**config.mk**
```make
export PLATFORM = sky130hd
export DESIGN_NAME = a_b_link_ctrl_flat
export DESIGN_NICKNAME = d
export VERILOG_FILES = /design/src/rtl/a_b_link_pkg.sv /design/src/rtl/a_b_link_ctrl_if.sv /design/src/rtl/a_b_tag_fifo.sv /design/src/rtl/a_b_link_ctrl.sv /design/src/flat_wrapper.sv
export VERILOG_INCLUDE_DIRS = /design/src /design/src/rtl
export SDC_FILE = /design/constraint.sdc
export NUM_CORES = 1
export LEC_CHECK = 0
export ABC_AREA = 1
export BUFFER_PORTS_ARGS = -buffer_cell sky130_fd_sc_hd__buf_2
export CAP_MARGIN = 40
export CORE_MARGIN = 2
export CORE_UTILIZATION = 39
export CTS_CLUSTER_DIAMETER = 40
export CTS_CLUSTER_SIZE = 20
export DETAILED_ROUTE_END_ITERATION = 10
export PLACE_DENSITY = 0.61
export SLEW_MARGIN = 10
export SYNTH_ARGS = -nofsm -noshare
export SYNTH_HDL_FRONTEND = slang
export SYNTH_SLANG_ARGS = --single-unit
```
**constraint.sdc**
```tcl
create_clock -name clk -period 3.3 [get_ports clk]
set_input_delay 0 -clock clk [delete_from_list [all_inputs] [get_ports clk]]
set_output_delay 0 -clock clk [all_outputs]
set_load 0.03 [all_outputs]
```
**src/rtl/config.vh**
```
// Build-wide default bitwidths for the A/B link.
`ifndef A_B_LINK_CONFIG_VH
`define A_B_LINK_CONFIG_VH

`define DATA_TO_A_BITWIDTH   8
`define DATA_FROM_A_BITWIDTH 8

`endif

```
**src/rtl/a_b_link_pkg.sv**
```systemverilog
// Shared types for the A/B link controller: FSM encoding and requester IDs.
package a_b_link_pkg;

    typedef enum logic [1:0] {
        StIdle = 2'd0,
        StSend = 2'd1,
        StFull = 2'd2
    } link_state_e;

    localparam int unsigned ReqIdWidth = 1;
    typedef logic [ReqIdWidth-1:0] req_id_t;

    // Round-robin pick between two requesters; favour wins only on a tie.
    function automatic req_id_t rr_pick(input logic v0, input logic v1, input req_id_t favour);
        if (v0 && v1) begin
            return favour;
        end else if (v1) begin
            return req_id_t'(1);
        end
        return req_id_t'(0);
    endfunction

endpackage

```
**src/rtl/a_b_link_ctrl_if.sv**
```systemverilog
// Requester, A-side and status signals of the A/B link controller.
`include "config.vh"

interface a_b_link_ctrl_if #(
    parameter int unsigned DATA_TO_A_BITWIDTH   = `DATA_TO_A_BITWIDTH,
    parameter int unsigned DATA_FROM_A_BITWIDTH = `DATA_FROM_A_BITWIDTH,
    parameter int unsigned MAX_OUTSTANDING      = 4
);
    localparam int unsigned CntWidth = $clog2(MAX_OUTSTANDING) + 1;

    logic                            req0_valid;
    logic                            req1_valid;
    logic [DATA_TO_A_BITWIDTH-1:0]   req0_data;
    logic [DATA_TO_A_BITWIDTH-1:0]   req1_data;
    logic                            req0_ready;
    logic                            req1_ready;
    logic [DATA_TO_A_BITWIDTH-1:0]   data_to_a;
    logic                            to_a_valid;
    logic                            to_a_ready;
    logic [DATA_FROM_A_BITWIDTH-1:0] data_from_a;
    logic                            from_a_valid;
    logic                            rsp0_valid;
    logic                            rsp1_valid;
    logic [DATA_FROM_A_BITWIDTH-1:0] rsp_data;
    logic [CntWidth-1:0]             outstanding;
    logic                            err_unexp;

    // Controller view.
    modport slave (
        input  req0_valid, req1_valid, req0_data, req1_data, to_a_ready, data_from_a,
               from_a_valid,
        output req0_ready, req1_ready, data_to_a, to_a_valid, rsp0_valid, rsp1_valid,
               rsp_data, outstanding, err_unexp
    );

    // Environment view (requesters plus A).
    modport master (
        output req0_valid, req1_valid, req0_data, req1_data, to_a_ready, data_from_a,
               from_a_valid,
        input  req0_ready, req1_ready, data_to_a, to_a_valid, rsp0_valid, rsp1_valid,
               rsp_data, outstanding, err_unexp
    );

endinterface

```
**src/rtl/a_b_tag_fifo.sv**
```systemverilog
// Small tag FIFO holding the requester ID of each request in flight to A.
module a_b_tag_fifo #(
    parameter int unsigned DEPTH = 4,
    parameter int unsigned WIDTH = 1
) (
    input  logic                     clk,
    input  logic                     rst_n,
    input  logic                     push,
    input  logic [WIDTH-1:0]         din,
    input  logic                     pop,
    output logic [WIDTH-1:0]         dout,
    output logic [$clog2(DEPTH):0]   count,
    output logic                     full,
    output logic                     empty
);
    localparam int unsigned PtrWidth = $clog2(DEPTH);
    localparam logic [PtrWidth:0] DepthCnt = (PtrWidth + 1)'(DEPTH);

    logic [PtrWidth-1:0] wr_ptr_q, rd_ptr_q;
    logic [PtrWidth:0]   count_q;
    logic [WIDTH-1:0]    mem_q [DEPTH];
    logic                do_push, do_pop;

    // Flags and guarded push/pop strobes.
    always_comb begin
        full    = (count_q == DepthCnt);
        empty   = (count_q == '0);
        do_push = push && !full;
        do_pop  = pop && !empty;
        dout    = mem_q[rd_ptr_q];
        count   = count_q;
    end

    // Pointers wrap naturally because DEPTH is a power of two.
    always_ff @(posedge clk or negedge rst_n) begin
        if (!rst_n) begin
            wr_ptr_q <= '0;
            rd_ptr_q <= '0;
            count_q  <= '0;
            for (int i = 0; i < int'(DEPTH); i++) begin
                mem_q[i] <= '0;
            end
        end else begin
            if (do_push) begin
                mem_q[wr_ptr_q] <= din;
                wr_ptr_q        <= wr_ptr_q + 1'b1;
            end
            if (do_pop) begin
                rd_ptr_q <= rd_ptr_q + 1'b1;
            end
            unique case ({do_push, do_pop})
                2'b10:   count_q <= count_q + 1'b1;
                2'b01:   count_q <= count_q - 1'b1;
                default: count_q <= count_q;
            endcase
        end
    end

endmodule

```
**src/rtl/a_b_link_ctrl.sv**
```systemverilog
// Arbitrates two requesters onto link A and routes in-order responses back.
`include "config.vh"

module a_b_link_ctrl
    import a_b_link_pkg::*;
#(
    parameter int unsigned DATA_TO_A_BITWIDTH   = `DATA_TO_A_BITWIDTH,
    parameter int unsigned DATA_FROM_A_BITWIDTH = `DATA_FROM_A_BITWIDTH,
    parameter int unsigned MAX_OUTSTANDING      = 4
) (
    input  logic            clk,
    input  logic            rst_n,
    a_b_link_ctrl_if.slave  bus
);
    localparam int unsigned CntWidth = $clog2(MAX_OUTSTANDING) + 1;

    link_state_e                     state_q, state_d;
    req_id_t                         favour_q;
    req_id_t                         word_id_q;
    req_id_t                         winner;
    req_id_t                         tag_head;
    logic [DATA_TO_A_BITWIDTH-1:0]   data_to_a_q;
    logic [DATA_FROM_A_BITWIDTH-1:0] rsp_data_q;
    logic                            rsp0_valid_q, rsp1_valid_q;
    logic                            err_q;
    logic                            any_req, grant, push, pop;
    logic [CntWidth-1:0]             tag_count;
    logic                            tag_full, tag_empty;

    a_b_tag_fifo #(
        .DEPTH (MAX_OUTSTANDING),
        .WIDTH (ReqIdWidth)
    ) u_tag_fifo (
        .clk   (clk),
        .rst_n (rst_n),
        .push  (push),
        .din   (word_id_q),
        .pop   (pop),
        .dout  (tag_head),
        .count (tag_count),
        .full  (tag_full),
        .empty (tag_empty)
    );

    // FSM state register.
    always_ff @(posedge clk or negedge rst_n) begin
        if (!rst_n) begin
            state_q <= StIdle;
        end else begin
            state_q <= state_d;
        end
    end

    // FSM next-state: grant from idle, hold in send until A takes the word.
    always_comb begin
        state_d = state_q;
        unique case (state_q)
            StIdle: begin
                if (tag_full) begin
                    state_d = StFull;
                end else if (any_req) begin
                    state_d = StSend;
                end
            end
            StSend: if (bus.to_a_ready) state_d = StIdle;
            StFull: if (!tag_full) state_d = StIdle;
            default: state_d = StIdle;
        endcase
    end

    // FSM outputs: combinational grant and the A-side valid.
    always_comb begin
        any_req         = bus.req0_valid || bus.req1_valid;
        winner          = rr_pick(bus.req0_valid, bus.req1_valid, favour_q);
        // Gated by rst_n so no requester sees ready while reset is held.
        grant           = rst_n && (state_q == StIdle) && !tag_full && any_req;
        bus.req0_ready  = grant && (winner == req_id_t'(0));
        bus.req1_ready  = grant && (winner == req_id_t'(1));
        bus.to_a_valid  = (state_q == StSend);
        push            = (state_q == StSend) && bus.to_a_ready;
        pop             = bus.from_a_valid && !tag_empty;
    end

    // Request datapath: latch the winner's word and advance the round-robin pointer.
    always_ff @(posedge clk or negedge rst_n) begin
        if (!rst_n) begin
            data_to_a_q <= '0;
            word_id_q   <= '0;
            favour_q    <= '0;
        end else if (grant) begin
            data_to_a_q <= (winner == req_id_t'(1)) ? bus.req1_data : bus.req0_data;
            word_id_q   <= winner;
            favour_q    <= ~winner;
        end
    end

    // Response datapath: route each response to the oldest tag, flag strays.
    always_ff @(posedge clk or negedge rst_n) begin
        if (!rst_n) begin
            rsp_data_q   <= '0;
            rsp0_valid_q <= 1'b0;
            rsp1_valid_q <= 1'b0;
            err_q        <= 1'b0;
        end else begin
            rsp0_valid_q <= pop && (tag_head == req_id_t'(0));
            rsp1_valid_q <= pop && (tag_head == req_id_t'(1));
            if (pop) begin
                rsp_data_q <= bus.data_from_a;
            end
            if (bus.from_a_valid && tag_empty) begin
                err_q <= 1'b1;
            end
        end
    end

    // Drive registered results onto the interface.
    always_comb begin
        bus.data_to_a   = data_to_a_q;
        bus.rsp_data    = rsp_data_q;
        bus.rsp0_valid  = rsp0_valid_q;
        bus.rsp1_valid  = rsp1_valid_q;
        bus.outstanding = tag_count;
        bus.err_unexp   = err_q;
    end

endmodule

```
**src/flat_wrapper.sv**
```systemverilog
// flat-port wrapper written by rule: the top's interface ports become plain ports
module a_b_link_ctrl_flat import a_b_link_pkg::*;
#(
    parameter int unsigned DATA_TO_A_BITWIDTH   = `DATA_TO_A_BITWIDTH,
    parameter int unsigned DATA_FROM_A_BITWIDTH = `DATA_FROM_A_BITWIDTH,
    parameter int unsigned MAX_OUTSTANDING      = 4
)
  (clk, rst_n, bus_req0_valid, bus_req1_valid, bus_req0_data, bus_req1_data, bus_to_a_ready, bus_data_from_a, bus_from_a_valid, bus_req0_ready, bus_req1_ready, bus_data_to_a, bus_to_a_valid, bus_rsp0_valid, bus_rsp1_valid, bus_rsp_data, bus_outstanding, bus_err_unexp);
  a_b_link_ctrl_if #(.DATA_TO_A_BITWIDTH(DATA_TO_A_BITWIDTH), .DATA_FROM_A_BITWIDTH(DATA_FROM_A_BITWIDTH), .MAX_OUTSTANDING(MAX_OUTSTANDING)) bus_i ();
  input  logic clk;
  input  logic rst_n;
  input wire logic [$bits(bus_i.req0_valid)-1:0] bus_req0_valid;
  input wire logic [$bits(bus_i.req1_valid)-1:0] bus_req1_valid;
  input wire logic [$bits(bus_i.req0_data)-1:0] bus_req0_data;
  input wire logic [$bits(bus_i.req1_data)-1:0] bus_req1_data;
  input wire logic [$bits(bus_i.to_a_ready)-1:0] bus_to_a_ready;
  input wire logic [$bits(bus_i.data_from_a)-1:0] bus_data_from_a;
  input wire logic [$bits(bus_i.from_a_valid)-1:0] bus_from_a_valid;
  output wire logic [$bits(bus_i.req0_ready)-1:0] bus_req0_ready;
  output wire logic [$bits(bus_i.req1_ready)-1:0] bus_req1_ready;
  output wire logic [$bits(bus_i.data_to_a)-1:0] bus_data_to_a;
  output wire logic [$bits(bus_i.to_a_valid)-1:0] bus_to_a_valid;
  output wire logic [$bits(bus_i.rsp0_valid)-1:0] bus_rsp0_valid;
  output wire logic [$bits(bus_i.rsp1_valid)-1:0] bus_rsp1_valid;
  output wire logic [$bits(bus_i.rsp_data)-1:0] bus_rsp_data;
  output wire logic [$bits(bus_i.outstanding)-1:0] bus_outstanding;
  output wire logic [$bits(bus_i.err_unexp)-1:0] bus_err_unexp;
  assign bus_i.req0_valid = bus_req0_valid;
  assign bus_i.req1_valid = bus_req1_valid;
  assign bus_i.req0_data = bus_req0_data;
  assign bus_i.req1_data = bus_req1_data;
  assign bus_i.to_a_ready = bus_to_a_ready;
  assign bus_i.data_from_a = bus_data_from_a;
  assign bus_i.from_a_valid = bus_from_a_valid;
  assign bus_req0_ready = bus_i.req0_ready;
  assign bus_req1_ready = bus_i.req1_ready;
  assign bus_data_to_a = bus_i.data_to_a;
  assign bus_to_a_valid = bus_i.to_a_valid;
  assign bus_rsp0_valid = bus_i.rsp0_valid;
  assign bus_rsp1_valid = bus_i.rsp1_valid;
  assign bus_rsp_data = bus_i.rsp_data;
  assign bus_outstanding = bus_i.outstanding;
  assign bus_err_unexp = bus_i.err_unexp;
  a_b_link_ctrl #(.DATA_TO_A_BITWIDTH(DATA_TO_A_BITWIDTH), .DATA_FROM_A_BITWIDTH(DATA_FROM_A_BITWIDTH), .MAX_OUTSTANDING(MAX_OUTSTANDING)) u_core (.clk(clk), .rst_n(rst_n), .bus(bus_i));
endmodule
```
==> results of run 1 <==
[path summary, 6_finish.rpt]
| kind | start | end | slack, ns | depth (start not counted) |
|---|---|---|---|---|
| setup / recovery | u_core.u_tag_fifo.count[0] | u_core.u_tag_fifo.count[2] | 1.14 | 10 |
| setup reg to reg | u_core.u_tag_fifo.count[0] | u_core.u_tag_fifo.count[2] | 1.14 | 10 |
| min in group asynchronous | rst_n | u_core.bus.data_to_a[6] | 0.17 | 2 |
| hold / removal | bus_req0_data[6] | u_core.bus.data_to_a[6] | 0.02 | 5 |
| max in group asynchronous | rst_n | u_core.favour_q | 2.68 | 3 |
| hold reg to reg | u_core.bus.data_to_a[3] | u_core.bus.data_to_a[3] | 0.47 | 2 |
[state kept, by name, summed over array words and instances, names as in the netlist]
register and cells:
u_core.bus.data_to_a 8, u_core.bus.err_unexp 1, u_core.bus.rsp0_valid 1, u_core.bus.rsp1_valid 1
u_core.bus.rsp_data 8, u_core.favour_q 1, u_core.state_q 2, u_core.u_tag_fifo.count 3
u_core.u_tag_fifo.mem_q 4, u_core.u_tag_fifo.rd_ptr_q 2, u_core.u_tag_fifo.wr_ptr_q 2, u_core.word_id_q 1
[placed cells by master (no fill, tap or decap), types with 2 or more instances in the layout]
master / count
a21oi_1: 4
buf_2: 54
clkbuf_8: 6
dfrtp_1: 34
dlygate4sd3_1: 10
ha_1: 5
inv_1: 16
inv_2: 2
nand2_1: 78
nand2_2: 5
nand2_4: 2
nand3_1: 21
nand3_2: 2
nor2_1: 6
nor2_4: 3
o21ai_0: 3
o21ai_1: 4
xor2_1: 3
[kinds of logic (layout without fill, tap and decap cells)]
| kind of cell | count (synthesis) | in the layout | synth area share |
|---|---|---|---|
| simple gates | 122 | 122 | 0.3440 |
| flops | 34 | 34 | 0.4967 |
| buf+inv | 20 | 90 | 0.04894 |
| compound gates | 13 | 13 | 0.04164 |
| fa+ha+maj | 6 | 6 | 0.04821 |
| xor+xnor | 4 | 4 | 0.02046 |
[synthesized netlist by cell type (all sizes together)]
cell    instances  share of area
o21ai           7          0.020
nand3b          1         0.0044
nand4           1          0.012
fa              1          0.012
xnor2           1         0.0051
nand3          23          0.073
a21oi           4          0.012
a31o            1         0.0051
inv            18          0.039
nor2           11          0.048
ha              5          0.037
xor2            3          0.015
dfrtp          34           0.50
buf             2         0.0095
or2             1         0.0037
nand2          85           0.20
o211ai          1         0.0044
[layer usage]
| layer | part of all wire | track usage | vias up |
|---|---|---|---|
| met5 | 0 | 0 | - |
| met4 | 0.011 | 0.07692 | 0 |
| met3 | 0.036 | 0.04762 | 2 |
| met2 | 0.48 | 0.2526 | 22 |
| met1 | 0.47 | 0.2207 | 651 |
| li1 | - | - | 759 |
[power by group]
group          total, W  internal [W]  switching, W
Sequential     0.000715      0.000601      0.000113
Clock          0.000382      0.000241      0.000141
Combinational   0.00102      0.000325      0.000694
[area by class of cell]
| type | instances | share of cell area |
|---|---|---|
| flip-flops and latches | 34 | 0.3757 |
| multi-input cells | 145 | 0.3436 |
| clock inverters | 1 | 0.01326 |
| repair buffers | 65 | 0.1724 |
| clock buffers | 6 | 0.03646 |
| well taps | 52 | 0.02873 |
| inverters | 18 | 0.02983 |
[critical path, cell delays in order, from the launching register on]
cell,delay (ns)
dfrtp_1,0.44
nor2_2,0.07
nand2_1,0.07
nand2_2,0.16
inv_2,0.21
ha_1,0.18
inv_1,0.07
fa_1,0.37
or2_2,0.29
nand2_1,0.08
xor2_1,0.14
[stage by stage]
step	cells	total power [W]	util	hold slack, ns
floorplan	199	0.001476	-	-0.2956
global route	321	0.002299	0.5274	0.04040
global placement	303	0.001729	0.4732	0.1552
detailed placement	304	0.001741	0.4779	-0.06916
finish	321	0.002115	0.5274	0.01765
CTS	321	0.002148	0.5274	0.01299
==> flow_metrics.py, run 1 <==
metrics = {
    "global_routing": {
        "grt_usage": 0.1668,
        "grt_max_degree": 24,
        "grt_pass1_vias": 1398,
        "grt_first_pass_wirelength_mm": 6.361,
        "grt.overflow.total": 0,
        "antenna_found_initial": 0,
    },
    "placed_design": {
        "place_hpwl_mm": 2.643,
        "place_ws_ns": 1.144,
        "place_area_um2": 2052,
        "io_buffer_count": 54,
        "gp_congestion": 0.8424,
    },
    "clock_network": {
        "clk_pin_slew_ns": 0.07,
        "post_cts_buffers": 0,
        "cts_tree": "built",
        "tritoncts_num_sinks": 34,
        "clkLatencyLatePin_ns": 0.28,
        "cts-resized-gates": 0,
        "ctsHoldBuffers": 10,
        "clk_path_buf_depth": 2,
        "numCtsBuffers": 5,
        "htreeDepth": 2,
        "cts_root_buf": "clkbuf_8",
    },
    "timing": {
        "final_max_slew_viol_count": 0,
        "fin_crit_sh": 0.6542,
        "finalCriticalPeriod_ns": 2.159,
        "grt_setup_unrepaired": "no",
        "fin_skew_ns": 0.009037,
        "setup_viol": 0,
        "clock.fmax_ghz": 0.4632,
        "finalHoldViolations": 0,
        "fin_tns_setup_ns": 0,
        "slew_headroom": 0.7544,
        "layout_setup_ws_ns": 1.141,
        "worst_pin_slew_ns": 0.3684,
    },
    "yosys": {
        "synth_seq_cells": 34,
        "avgSynthCellArea_um2": 8.608,
        "synth_cell_type_count": 26,
        "synth_cells": 199,
        "yosysSeqAreaShare": 0.4967,
        "ys_warn_count": 0,
        "syn-cell-area_um2": 1713,
        "syn-num-nets": 235,
    },
    "cells_and_area": {
        "multi_input_area_um2": 778.2,
        "final_nets": 305,
        "insertedDiodeCount": 0,
        "nFillCells": 437,
        "regArea_um2": 850.8,
        "design_area_um2": 2265,
        "syn2layout_area_growth_pct": 32.21,
        "drive_gt1_frac": 0.3011,
    },
    "routing": {
        "drtAntennaViolNets": 0,
        "wl_per_cell_um": 11.26,
        "drt_iter0_markers": 66,
        "firstDrtPassIters": 4,
        "post_drt_via_cell_ratio": 4.467,
        "num_vias": 1434,
        "drcViolationCount": 0,
        "totalWireLength_mm": 3.615,
    },
    "floorplanning": {
        "pin_count": 55,
        "die_h_um": 70.27,
        "die_area_um2": 4938,
        "die-width_um": 70.27,
        "core_um2": 4294,
        "start_util": 0.3989,
        "rows": 24,
    },
    "worst_setup_path": {
        "startpoint_type": "flip-flop",
        "criticalPathCategory": "reg -> reg",
        "path_max_fanout": 13,
        "crit_path_end_kind": "flip-flop",
        "cp.arrival_ns": 2.37,
        "crit_required_ns": 3.51,
    },
    "run": {
        "cap_violations": 0,
    },
    "power_and_ir_drop": {
        "peakVddDrop_mv": 0.4549,
        "p_per_area_nw_per_um2": 934.1,
        "p_leak_nw": 1.263,
    },
    "worst_hold_path": {
        "hp-class": "in -> reg",
    },
    "status": {
        "status": "complete, no violations",
    },
}
No activity file was read; power rests on OpenSTA's default activity.
==> run 2, diff against run 1 <==
--- a/config.mk
+++ b/config.mk
@@ -6,7 +6,7 @@
 export SDC_FILE = /design/constraint.sdc
 export NUM_CORES = 1
 export LEC_CHECK = 0
-export ABC_AREA = 1
+export ABC_AREA = 0
 export BUFFER_PORTS_ARGS = -buffer_cell sky130_fd_sc_hd__buf_2
 export CAP_MARGIN = 40
 export CORE_MARGIN = 2
==> constraint.sdc (replaced) <==
create_clock -name clk -period 2.2 [get_ports clk]
set_input_delay 0 -clock clk [delete_from_list [all_inputs] [get_ports clk]]
set_output_delay 0 -clock clk [all_outputs]
set_load 0.03 [all_outputs]
==> flow_metrics.py, run 2 <==
metrics = {
    "routing": {
        "wl_per_cell_um": 14.07,
        "drt_iter0_markers": 35,
        "num_vias": 1343,
        "post_drt_via_cell_ratio": 5.011,
        "totalWireLength_mm": 3.771,
        "drtAntennaViolNets": 0,
        "drcViolationCount": 0,
        "firstDrtPassIters": 4,
    },
    "clock_network": {
        "cts_root_buf": "clkbuf_8",
        "htreeDepth": 2,
        "clkLatencyLatePin_ns": 0.28,
        "clk_path_buf_depth": 2,
        "tritoncts_num_sinks": 34,
        "numCtsBuffers": 5,
        "cts_tree": "built",
        "clk_pin_slew_ns": 0.07,
    },
    "yosys": {
        "synth_top_area_frac": 0.5159,
        "yosysTopAreaCell": "dfrtp_1",
        "ys_warn_count": 0,
        "async_reset_ff_frac": 1.000,
        "avgSynthCellArea_um2": 11.61,
        "synth_common_cells": "dfrtp_1 (34), a31oi_1 (16), nand3_1 (14)",
        "yosysMostFrequentCell": "dfrtp_1",
        "synth_seq_cells": 34,
        "syn-num-nets": 178,
        "synth_area_leaders": "dfrtp_1 (52%), a31oi_1 (6.1%), mux2_2 (5.5%)",
        "synth_cell_type_count": 38,
        "yosysSeqAreaShare": 0.5159,
        "synth_cells": 142,
        "synth-edff-count": 0,
        "ys.flop_type": "dfrtp_1",
        "syn-cell-area_um2": 1649,
    },
    "power_and_ir_drop": {
        "power.total_w": 0.003106,
        "peakVddDrop_mv": 0.7459,
        "switching_power_w": 0.001332,
        "internal_power_w": 0.001774,
        "p_leak_nw": 1.039,
        "p_seq_frac": 0.356,
        "clkPwrFrac": 0.154,
        "pwr-share-comb": 0.490,
        "p_per_area_nw_per_um2": 1382,
        "swShare": 0.4287,
    },
    "global_routing": {
        "grt_usage": 0.1684,
        "grt.overflow.total": 0,
        "grt_max_degree": 35,
        "grt_pass1_vias": 1384,
        "antenna_found_initial": 0,
        "grt_first_pass_wirelength_mm": 6.389,
    },
    "placed_design": {
        "io_buffer_count": 54,
        "gp_congestion": 0.8029,
        "place_area_um2": 1951,
        "place_hpwl_mm": 2.629,
    },
    "cells_and_area": {
        "insertedDiodeCount": 0,
        "syn2layout_area_growth_pct": 36.27,
        "fin_util": 0.5578,
        "final_nets": 253,
        "design_area_um2": 2247,
        "nFillCells": 372,
        "mostFrequentLayoutCells": "buf_2 (54), dfrtp_1 (31), dlygate4sd3_1 (20)",
        "drive_gt1_frac": 0.3991,
        "final_common_cell": "buf_2",
    },
    "timing": {
        "finalCriticalPeriod_ns": 2.081,
        "fin_crit_sh": 0.9458,
        "clock.fmax_ghz": 0.4806,
        "setup_viol": 0,
        "grt_setup_unrepaired": "no",
        "finalHoldViolations": 0,
        "final_max_slew_viol_count": 0,
        "fin_skew_ns": 0.003966,
        "slew_headroom": 0.6889,
        "worst_pin_slew_ns": 0.4657,
    },
    "worst_setup_path": {
        "startpoint_type": "flip-flop",
        "r2r_cells": 5,
        "r2r-end": "u_core.bus.data_to_a[7]",
        "crit_required_ns": 2.42,
        "path_max_fanout": 19,
        "cp_top_family": "buffers and inverters",
        "critical_path.max_stage_delay_ns": 0.56,
        "crit_path_end_kind": "flip-flop",
        "endpoint": "u_core.bus.data_to_a[7]",
        "crit_buf_inv": 2,
        "cp.arrival_ns": 2.30,
        "rrSetupSlack_ns": 0.12,
        "startpoint": "u_core.u_tag_fifo.count[0]",
        "worstSetupPathDepth": 5,
        "critical_path.slowest_cell": "dlygate4sd3_1",
        "criticalPathCategory": "reg -> reg",
        "worstPathCellList": "or3b_1, buf_4, and3_2, a31oi_1, dlygate4sd3_1",
        "timing.rr.start": "u_core.u_tag_fifo.count[0]",
    },
    "worst_hold_path": {
        "hp-class": "in -> reg",
        "min_from": "bus_req1_data[4]",
    },
    "status": {
        "status": "complete, no violations",
    },
    "floorplanning": {
        "start_util": 0.4093,
        "pin_count": 55,
        "rows": 23,
        "core_um2": 4029,
        "die_h_um": 69.03,
        "die-width_um": 69.03,
        "die_area_um2": 4764,
    },
    "run": {
        "cap_violations": 0,
    },
}
## run 2: changes by cell type after synthesis, moves of 3 or more
cell / change
mux2_2: +8
nand2_2: -5
nor2b_1: +3
o21ai_0: +5
nand3_1: -7
o21ai_1: -3
clkbuf_1: +3
nor2_4: -3
inv_1: -9
nor2_1: -3
a31oi_1: +16
nand2_1: -75
mux2_1: +4
## run 2: timing repair
| item | 4_1_cts | 5_1_grt |
|---|---|---|
| setup endpoints to repair | 0 | 2 |
| hold buffers | 20 | 0 |
| hold endpoints to repair | 51 | 0 |
| gates resized for setup | 0 | 1 |
| setup buffers | 0 | 0 |
## run 2: layer usage
metal / track usage / part of all wire
met4: 0.05229 / 0.0093
met1: 0.1940 / 0.41
met2: 0.2981 / 0.54
met3: 0.05117 / 0.044
met5: 0 / 0
## run 2: power groups by stage
stage	registers [W]	clock network [W]	logic (W)
global route	0.00115	0.000517	0.00167
detailed placement	0.00112	0	0.00147
floorplan	0.00143	0	0.000783
CTS	0.00111	0.000486	0.00153
global placement	0.00110	0	0.00143
finish	0.00111	0.000478	0.00152
## run 2: cell families after synthesis
| group | share of synthesized area |
|---|---|
| XOR/XNOR | 0.03643 |
| multiplexers | 0.1017 |
| AND/OR/NAND/NOR | 0.1206 |
| buffers and inverters | 0.05994 |
| AO/OA/AOI/OAI | 0.1153 |
| adder cells (fa/ha/maj) | 0.05008 |
| flip-flops | 0.5159 |
## run 2: area by class of cell
class | count | area (um^2) | share of cell area
clock inverter | 2 | 12.51 | 0.005568
sequential | 34 | 854.6 | 0.3803
tap | 50 | 62.56 | 0.02784
inverter | 7 | 26.28 | 0.01169
clock buffer | 6 | 82.58 | 0.03675
timing repair buffer | 77 | 493.0 | 0.2194
multi-input combinational | 92 | 715.7 | 0.3185
## run 2: worst min-delay path: cells and delay by family
family	cells	cell delay, ns
and+or+nand+nor	1	0.07
buffers and inverters	1	0.10
AOI/OAI and AO/OA	1	0.08
## run 2: per-stage QoR
step                setup slack (ns)  setup TNS [ns]  cells  hold WS [ns]
floorplan                   -0.01753        -0.01753    142       -0.2956
CTS                           0.1064               0    268     0.0004515
global route                0.008830               0    268       0.01216
finish                        0.1193               0    268      0.007050
detailed placement            0.1341               0    240       0.07869
global placement              0.1625               0    240       0.07235
## run 2: how the worst min path moves through the flow
| stage | endpoint | slack (ns) | depth (start not counted) |
|---|---|---|---|
| 4_1_cts | u_core.bus.data_to_a[4] | 0.0005 | 3 |
| 5_1_grt | u_core.bus.data_to_a[4] | 0.01 | 3 |
| 3_3_place_gp | u_core.u_tag_fifo.mem_q[0] | 0.07 | 2 |
| 6_report | u_core.bus.data_to_a[4] | 0.007 | 3 |
| 3_5_place_dp | u_core.u_tag_fifo.mem_q[0] | 0.08 | 2 |
| 2_1_floorplan | u_core.bus.data_to_a[0] | -0.30 | 0 |
